## src/rtl/df_actor_responder.sv

```systemverilog
// Dataflow actor: per firing, pop one token, add OFFSET, push the result, and report a result code.
// Latency: a wait result ends in 2 cycles after ap_start; an executed firing ends in 4+LATENCY cycles plus output stalls.
// Backpressure: empty input or full output at CHECK ends the attempt unconsumed; a full output during WRITE holds the write.
//
// Ports: clk/rst (synchronous, active-high); ap_start/ap_done/ap_ready/ap_idle/ap_return form the
// block-level handshake; in_dout/in_empty_n/in_read attach to a FWFT input FIFO; out_din/out_full_n/out_write
// attach to the output FIFO.
// Optional feature: define DF_ACTOR_RESPONDER_GUARD_EN to refuse tokens whose MSB is set (code WAIT_GUARD).
module df_actor_responder #(
    parameter int DATA_WIDTH = 32,
    parameter int LATENCY    = 2,
    parameter int OFFSET     = 1
) (
    input  logic                  clk,
    input  logic                  rst,
    input  logic                  ap_start,
    output logic                  ap_done,
    output logic                  ap_ready,
    output logic                  ap_idle,
    output logic [31:0]           ap_return,
    input  logic [DATA_WIDTH-1:0] in_dout,
    input  logic                  in_empty_n,
    output logic                  in_read,
    output logic [DATA_WIDTH-1:0] out_din,
    input  logic                  out_full_n,
    output logic                  out_write
);

    localparam logic [31:0] RC_WAIT_INPUT  = 32'd2;
    localparam logic [31:0] RC_WAIT_OUTPUT = 32'd3;
    localparam logic [31:0] RC_WAIT_GUARD  = 32'd4;
    localparam logic [31:0] RC_EXECUTED    = 32'd5;

    localparam logic [DATA_WIDTH-1:0] OFFSET_W = DATA_WIDTH'(OFFSET);
    localparam logic [7:0]            CNT_LAST = 8'(LATENCY - 1);

    typedef enum logic [2:0] {
        S_IDLE,
        S_CHECK,
        S_READ,
        S_COMPUTE,
        S_WRITE,
        S_DONE
    } state_t;

    state_t                  state, state_nxt;
    logic [7:0]              cnt, cnt_nxt;
    logic [DATA_WIDTH-1:0]   result, result_nxt;
    logic [31:0]             code_nxt;
    logic                    code_ld;
    logic                    guard_ok;

`ifdef DF_ACTOR_RESPONDER_GUARD_EN
    assign guard_ok = ~in_dout[DATA_WIDTH-1];
`else
    assign guard_ok = 1'b1;
`endif

    always_ff @(posedge clk) begin
        if (rst) begin
            state     <= S_IDLE;
            cnt       <= '0;
            result    <= '0;
            ap_return <= '0;
        end else begin
            state  <= state_nxt;
            cnt    <= cnt_nxt;
            result <= result_nxt;
            // The code is latched on entry to DONE so it is visible during the ap_done cycle.
            if (code_ld) begin
                ap_return <= code_nxt;
            end
        end
    end

    always_comb begin
        state_nxt  = state;
        cnt_nxt    = cnt;
        result_nxt = result;
        code_nxt   = '0;
        code_ld    = 1'b0;
        in_read    = 1'b0;
        out_write  = 1'b0;
        ap_done    = 1'b0;
        ap_idle    = 1'b0;

        case (state)
            S_IDLE: begin
                ap_idle = 1'b1;
                if (ap_start) begin
                    state_nxt = S_CHECK;
                end
            end
            S_CHECK: begin
                if (!in_empty_n) begin
                    code_nxt  = RC_WAIT_INPUT;
                    code_ld   = 1'b1;
                    state_nxt = S_DONE;
                end else if (!guard_ok) begin
                    code_nxt  = RC_WAIT_GUARD;
                    code_ld   = 1'b1;
                    state_nxt = S_DONE;
                end else if (!out_full_n) begin
                    code_nxt  = RC_WAIT_OUTPUT;
                    code_ld   = 1'b1;
                    state_nxt = S_DONE;
                end else begin
                    state_nxt = S_READ;
                end
            end
            S_READ: begin
                in_read    = 1'b1;
                result_nxt = in_dout + OFFSET_W;
                cnt_nxt    = '0;
                state_nxt  = S_COMPUTE;
            end
            S_COMPUTE: begin
                if (cnt == CNT_LAST) begin
                    cnt_nxt   = '0;
                    state_nxt = S_WRITE;
                end else begin
                    cnt_nxt = cnt + 8'd1;
                end
            end
            S_WRITE: begin
                // Output space is re-checked here; a full FIFO simply stretches this state.
                if (out_full_n) begin
                    out_write = 1'b1;
                    code_nxt  = RC_EXECUTED;
                    code_ld   = 1'b1;
                    state_nxt = S_DONE;
                end
            end
            S_DONE: begin
                ap_done   = 1'b1;
                state_nxt = ap_start ? S_CHECK : S_IDLE;
            end
            default: begin
                state_nxt = S_IDLE;
            end
        endcase
    end

    assign ap_ready = ap_done;
    assign out_din  = result;

endmodule
```

## config.mk

```make
export PLATFORM = sky130hd
export DESIGN_NAME = df_actor_responder
export DESIGN_NICKNAME = d
export VERILOG_FILES = /design/src/rtl/df_actor_responder.sv
export SDC_FILE = /design/constraint.sdc
export NUM_CORES = 1
export LEC_CHECK = 0
export ABC_AREA = 1
export CAP_MARGIN = 40
export CORE_ASPECT_RATIO = 0.6
export CORE_MARGIN = 3
export CORE_UTILIZATION = 50
export DETAILED_ROUTE_END_ITERATION = 10
export GPL_TIMING_DRIVEN = 0
export PLACE_DENSITY_LB_ADDON = 0.15
export SYNTH_ARGS = -nofsm -noshare
export SYNTH_HDL_FRONTEND = slang
export SYNTH_SLANG_ARGS = --single-unit
export TNS_END_PERCENT = 5
```

## constraint.sdc

```tcl
create_clock -name clk -period 2.5 [get_ports clk]
set_input_delay 0.5 -clock clk [delete_from_list [all_inputs] [get_ports clk]]
set_output_delay 0.5 -clock clk [all_outputs]
set_load 0.01 [all_outputs]
```

==> summary.md, run 1 <==
| Metric | Value |
|---|---|
| MaxCap Viol Count | `0` |
| All-layer global routing usage | `26.0%` |
| Final setup TNS | `0 ns` |
| Die Area | `7200 um2` |
| Antenna viol nets, final | `0` |
| DRC Markers | `0` |
| Initial core utilization | `53.6%` |
| CTS tree | `built` |
| Post-synth top area share | `29.7%` |
| Root buf cell | `clkbuf_8` |
| Post-synthesis adder-cell area fraction | `1.21%` |
| Final core occ | `72.1%` |
| Vias in the first global route | `2925` |
| Post-Syn Area per Cell | `6.36 um2` |
| GRT overflow | `0` |
| Pleak | `1.89 nW` |
| Simple-gate portion of the synthesized area | `35.9%` |
| CTS Buffer Depth | `2` |
| Clk slew on worst S/H paths | `0.08 ns` |
| Syn. warnings | `0` |
| Main synth FF type | `dfxtp_1` |
| Port bufs | `75` |
| First-pass GRT wire length | `14400 um` |
| RSZ-0062 raised after global routing | `no` |
| Share of cells above drive strength 1 | `11.3%` |
| Critical Path AT | `1.88 ns` |
| Post-Syn Instances | `487` |
| F_max | `421 MHz` |
| DPL Wire Length | `7470 um` |
| Post-synth EDFFs | `0` |
| Synthesized cell area | `3100 um2` |
| Register area share after synthesis | `29.7%` |
| Xor and xnor area share after synthesis | `2.83%` |
| Num rows | `21` |
| Skew-Pair Late Insertion Delay | `0.30 ns` |
| Mux contribution to synthesized area | `0%` |
| Largest family of logic cells by synthesized area | `simple AND/OR/NAND/NOR gates` |
| Worst Tran Pin Value | `0.637 ns` |
| Final period util | `95.1%` |
| Total Power | `1.89 mW` |
| Largest net degree at the start of global routing | `14` |
| Die width | `108 um` |
| Final-report hold violation count | `0` |
| Post-layout min period | `2.38 ns` |
| Die height | `67.0 um` |
| Cell variety after synth | `30` |
| Hold Path Class | `reg -> reg` |
| Layout Nets | `639` |
| Reg area | `921 um2` |
| WL per Instance | `13.6 um` |
| Top post-synthesis cells by area | `dfxtp_1, nand2_1, buf_4` |
| Power per cell area | `453 nW/um2` |
| DRT iter0 DRCs | `190` |
| Filler instances | `511` |
| Synth Register Bits | `46` |
| Worst Setup Path Type | `reg -> out` |
| Core Area | `5780 um2` |
| Ports | `106` |
| Worst Skew | `0.00483 ns` |
| Crit end category | `output port` |
| Post-Route WL | `9260 um` |
| Initial DRT Pass Iterations | `5` |
| Fraction of registers with async set/reset | `0%` |
| Ant. Diodes | `0` |
| DR vias | `3357` |
| Area grow syn2layout | `34.5%` |
| Max IR drop VDD | `0.000364 V` |
| H-Tree Depth | `2` |
| Clock sink count | `46` |
| Hold WS | `0.471 ns` |
| Synth area leader | `dfxtp_1` |
| Setup crit start kind | `register` |
| Final Slew Violations | `0` |
| Status | `finished, final reports clean` |
| CTS Buf Count | `5` |
| Gpl congestion | `0.928` |
| Post-synthesis compound-gate area fraction | `13.1%` |
| Setup violations, final | `0` |
| Slew Limit Headroom | `57.5%` |
| Vias per std cell | `4.94` |
| CP Data Required Time | `2.00 ns` |
| Initial antenna violation count | `0` |
| Max FO, Critical Path | `10` |
| Multi-input gate area | `1760 um2` |
-- kinds of logic after synthesis --
family | count (synthesis)
and+or+nand+nor | 254
buffers and inverters | 105
AOI/OAI and AO/OA | 68
DFF | 46
xor gates and xnor gates | 10
adders and majority gates | 3
other | 1
-- final timing paths --
check / start / endpoint / slack [ns] / cells past startpoint
worst min-delay path: ap_return[1] / ap_return[1] / 0.47 / 2
worst max-delay path: state[1] / in_read / 0.12 / 4
worst max register to register: state[1] / out_din[7] / 1.03 / 7
worst min register to register: ap_return[1] / ap_return[1] / 0.47 / 2
-- state kept, by name, summed over array words and instances (netlist names) --
signal,count
ap_return,3
out_din,32
state,3
cnt,8
-- area by class of cell --
type                       instances  area share [%]
multi-input combinational        364            42.2
sequential                        46            22.1
timing repair buffer              77            18.4
buffer                            40            6.91
inverter                          65            5.86
tap                               80            2.40
clock buffer                       7            2.07
clock inverter                     1           0.120
-- routing by layer --
metal | GRT usage [%] | vias to the layer above | part of all wire, %
met5 | 0 | - | 0
met4 | 5.35 | 0 | 0.81
met3 | 7.26 | 9 | 10
met2 | 38.2 | 156 | 41
met1 | 37.8 | 1498 | 48
li1 | - | 1694 | -
-- power by group --
part	switching (mW)	internal [mW]
logic	0.293	0.283
registers	0.0413	0.792
clock network	0.257	0.224
total	0.590	1.30
-- stage by stage --
step           area (um2)  instances  setup slack (ns)
2_1_floorplan        3200        515             0.954
3_3_place_gp         4050        670             0.225
3_5_place_dp         4050        670             0.188
4_1_cts              4150        678            0.0636
5_1_grt              4170        680           0.00783
6_report             4170        680             0.123
-- Yosys cell counts, types with 5 or more instances --
library cell    n
o21a_1         19
nand3_1        41
dfxtp_1        46
nor2_2          5
nand2_1       120
nor2_1         63
o21bai_1        6
nand2_2         6
xnor2_1         5
a21oi_1        16
buf_4          33
inv_1          61
nor2_4          5
xor2_1          5
o21ai_0        21
-- critical path, cell delays in order (launching register included) --
cell             delay [ns]
dfxtp_1                0.47
nand2_4                0.14
nor2_4                 0.19
buf_4                  0.21
clkdlybuf4s50_1        0.56
-- cells in the final DEF, fill, tap and decap left out, types with 4 or more instances in the layout --
cell	count
nor2_2	5
clkbuf_1	4
inv_1	61
nor2_4	5
nand3b_1	4
dfxtp_1	46
nand2_2	5
xnor2_1	5
nand3_1	41
o21bai_1	6
o21a_1	19
clkbuf_8	6
conb_1	29
o21ai_0	21
clkdlybuf4s50_1	75
buf_4	36
nand4_1	4
xor2_1	5
nand2_1	120
a21oi_1	16
inv_2	4
o21ai_1	4
nor2_1	63
-- repair_timing --
action,CTS,global route
resized for setup,1,1
gates cloned,0,0
hold buffers,0,0
endpoints found under the setup margin,1,1
buffers inserted,0,2
pin swaps,0,1
Note: power is estimated with default switching activity, not from simulation.
==> run 2: changes to the inputs <==
GPL_TIMING_DRIVEN = not set   (was 0)
==> summary.md, run 2 (synthesis results as in run 1) <==
| Metric | Value |
|---|---|
| Die Area | `7200 um2` |
| RR Startpoint | `state[2]` |
| H-Tree Depth | `2` |
| Critical-path cell list | `inv_2 -> nor3_1 -> clkdlybuf4s50_1` |
| Final period util | `91.4%` |
| Setup crit start kind | `register` |
| GRT overflow | `0` |
| Post-layout min period | `2.29 ns` |
| CP Data Required Time | `2.00 ns` |
| Largest net degree at the start of global routing | `60` |
| First-pass GRT wire length | `13700 um` |
| Final Slew Violations | `0` |
| DR vias | `3226` |
| Worst path max stage delay | `0.61 ns` |
| MaxCap Viol Count | `0` |
| Slew Limit Headroom | `61.2%` |
| Status | `finished, final reports clean` |
| Vias per std cell | `5.03` |
| Hold_sp | `ap_return[1]` |
| Share of cells above drive strength 1 | `5.70%` |
| Pleak | `1.69 nW` |
| Area grow syn2layout | `25.7%` |
| Worst-path cell with the longest stage delay | `clkdlybuf4s50_1` |
| Layout Nets | `601` |
| Post-CTS Setup Inserts | `0` |
| Worst Skew | `0.00546 ns` |
| Antenna viol nets, final | `0` |
| DRT iter0 DRCs | `208` |
| Vias in the first global route | `2781` |
| Crit end category | `output port` |
| CTS Buffer Depth | `2` |
| Final-report hold violation count | `0` |
| DPL Wire Length | `6840 um` |
| Die width | `108 um` |
| Post-Route WL | `8680 um` |
| Post-CTS resize count | `0` |
| Clk slew on worst S/H paths | `0.08 ns` |
| Initial DRT Pass Iterations | `5` |
| Ports | `106` |
| Ant. Diodes | `0` |
| CTS tree | `built` |
| Root buf cell | `clkbuf_8` |
| Max IR drop VDD | `0.000272 V` |
| CP startpoint | `state[2]` |
| Leading cell types in the layout, fill and taps excluded | `nand2_1, clkdlybuf4s50_1, nor2_1` |
| Skew-Pair Late Insertion Delay | `0.31 ns` |
| Num rows | `21` |
| Commonest non-fill, non-tap cell in the layout | `nand2_1` |
| Worst Tran Pin Value | `0.582 ns` |
| RSZ-0062 raised after global routing | `no` |
| DRC Markers | `0` |
| Max reg flops | `32` |
| Initial antenna violation count | `0` |
| Critical Path AT | `1.79 ns` |
| Post-route cell area | `3890 um2` |
| Power per cell area | `464 nW/um2` |
| Setup violations, final | `0` |
| Hold Path Class | `reg -> reg` |
| CTS Buf Count | `5` |
| Cts-stage hold buffer count | `0` |
| F_max | `438 MHz` |
| Initial core utilization | `53.6%` |
| Clock sink count | `46` |
| Die height | `67.0 um` |
| Max FO, Critical Path | `5` |
| Port bufs | `76` |
| Gpl congestion | `0.916` |
| Area after DPL | `3810 um2` |
| Worst Setup Path Type | `reg -> out` |
| All-layer global routing usage | `24.4%` |
| WL per Instance | `13.5 um` |
| Final setup TNS | `0 ns` |
| Core Area | `5780 um2` |
-- run 2: final cells by class --
class	instances	area (um2)
sequential	46	921
fill	545	1890
multi-input combinational	364	1750
tap	80	100
clock inverter	2	10.0
inverter	65	244
clock buffer	5	68.8
timing repair buffer	79	796
-- run 2: worst max-delay path, delay by kind of cell, from the launching register on --
family | cells | cell delay (ns)
buffers and inverters | 2 | 0.69
flip-flops | 1 | 0.48
AND/OR/NAND/NOR | 1 | 0.31
-- run 2: worst paths after layout --
kind                                     end  slack [ns]  cells after the start
worst max-delay path                ap_ready        0.21                      3
worst min-delay path            ap_return[1]        0.47                      2
worst max register to register   out_din[12]        0.66                      7
worst min register to register  ap_return[1]        0.47                      2
-- run 2: power breakdown --
| group | leakage (nW) | switching, mW | internal (mW) |
|---|---|---|---|
| Clock | 0.0438 | 0.265 | 0.188 |
| Combinational | 1.28 | 0.274 | 0.244 |
| Sequential | 0.373 | 0.0425 | 0.792 |
| Total | 1.69 | 0.581 | 1.22 |
-- run 2: metrics by stage --
stage | hold slack [ns] | utilization, % | instances | power, mW | worst slack [ns]
after floorplan | 0.477 | - | 515 | 1.15 | 0.954
after global placement | 0.453 | 66.0 | 634 | 1.35 | 0.256
after detailed placement | 0.454 | 66.0 | 634 | 1.36 | 0.209
after CTS | 0.473 | 67.3 | 641 | 1.81 | 0.210
after global routing | 0.503 | 67.3 | 641 | 1.90 | 0.137
final | 0.468 | 67.3 | 641 | 1.81 | 0.214
-- run 2: routing by layer --
| metal | global-route usage [%] | share of wire, % | vias up |
|---|---|---|---|
| li1 | - | - | 1616 |
| met1 | 36.1 | 49 | 1444 |
| met2 | 35.1 | 40 | 160 |
| met3 | 7.55 | 11 | 6 |
| met4 | 3.46 | 0.55 | 0 |
| met5 | 0 | 0 | - |
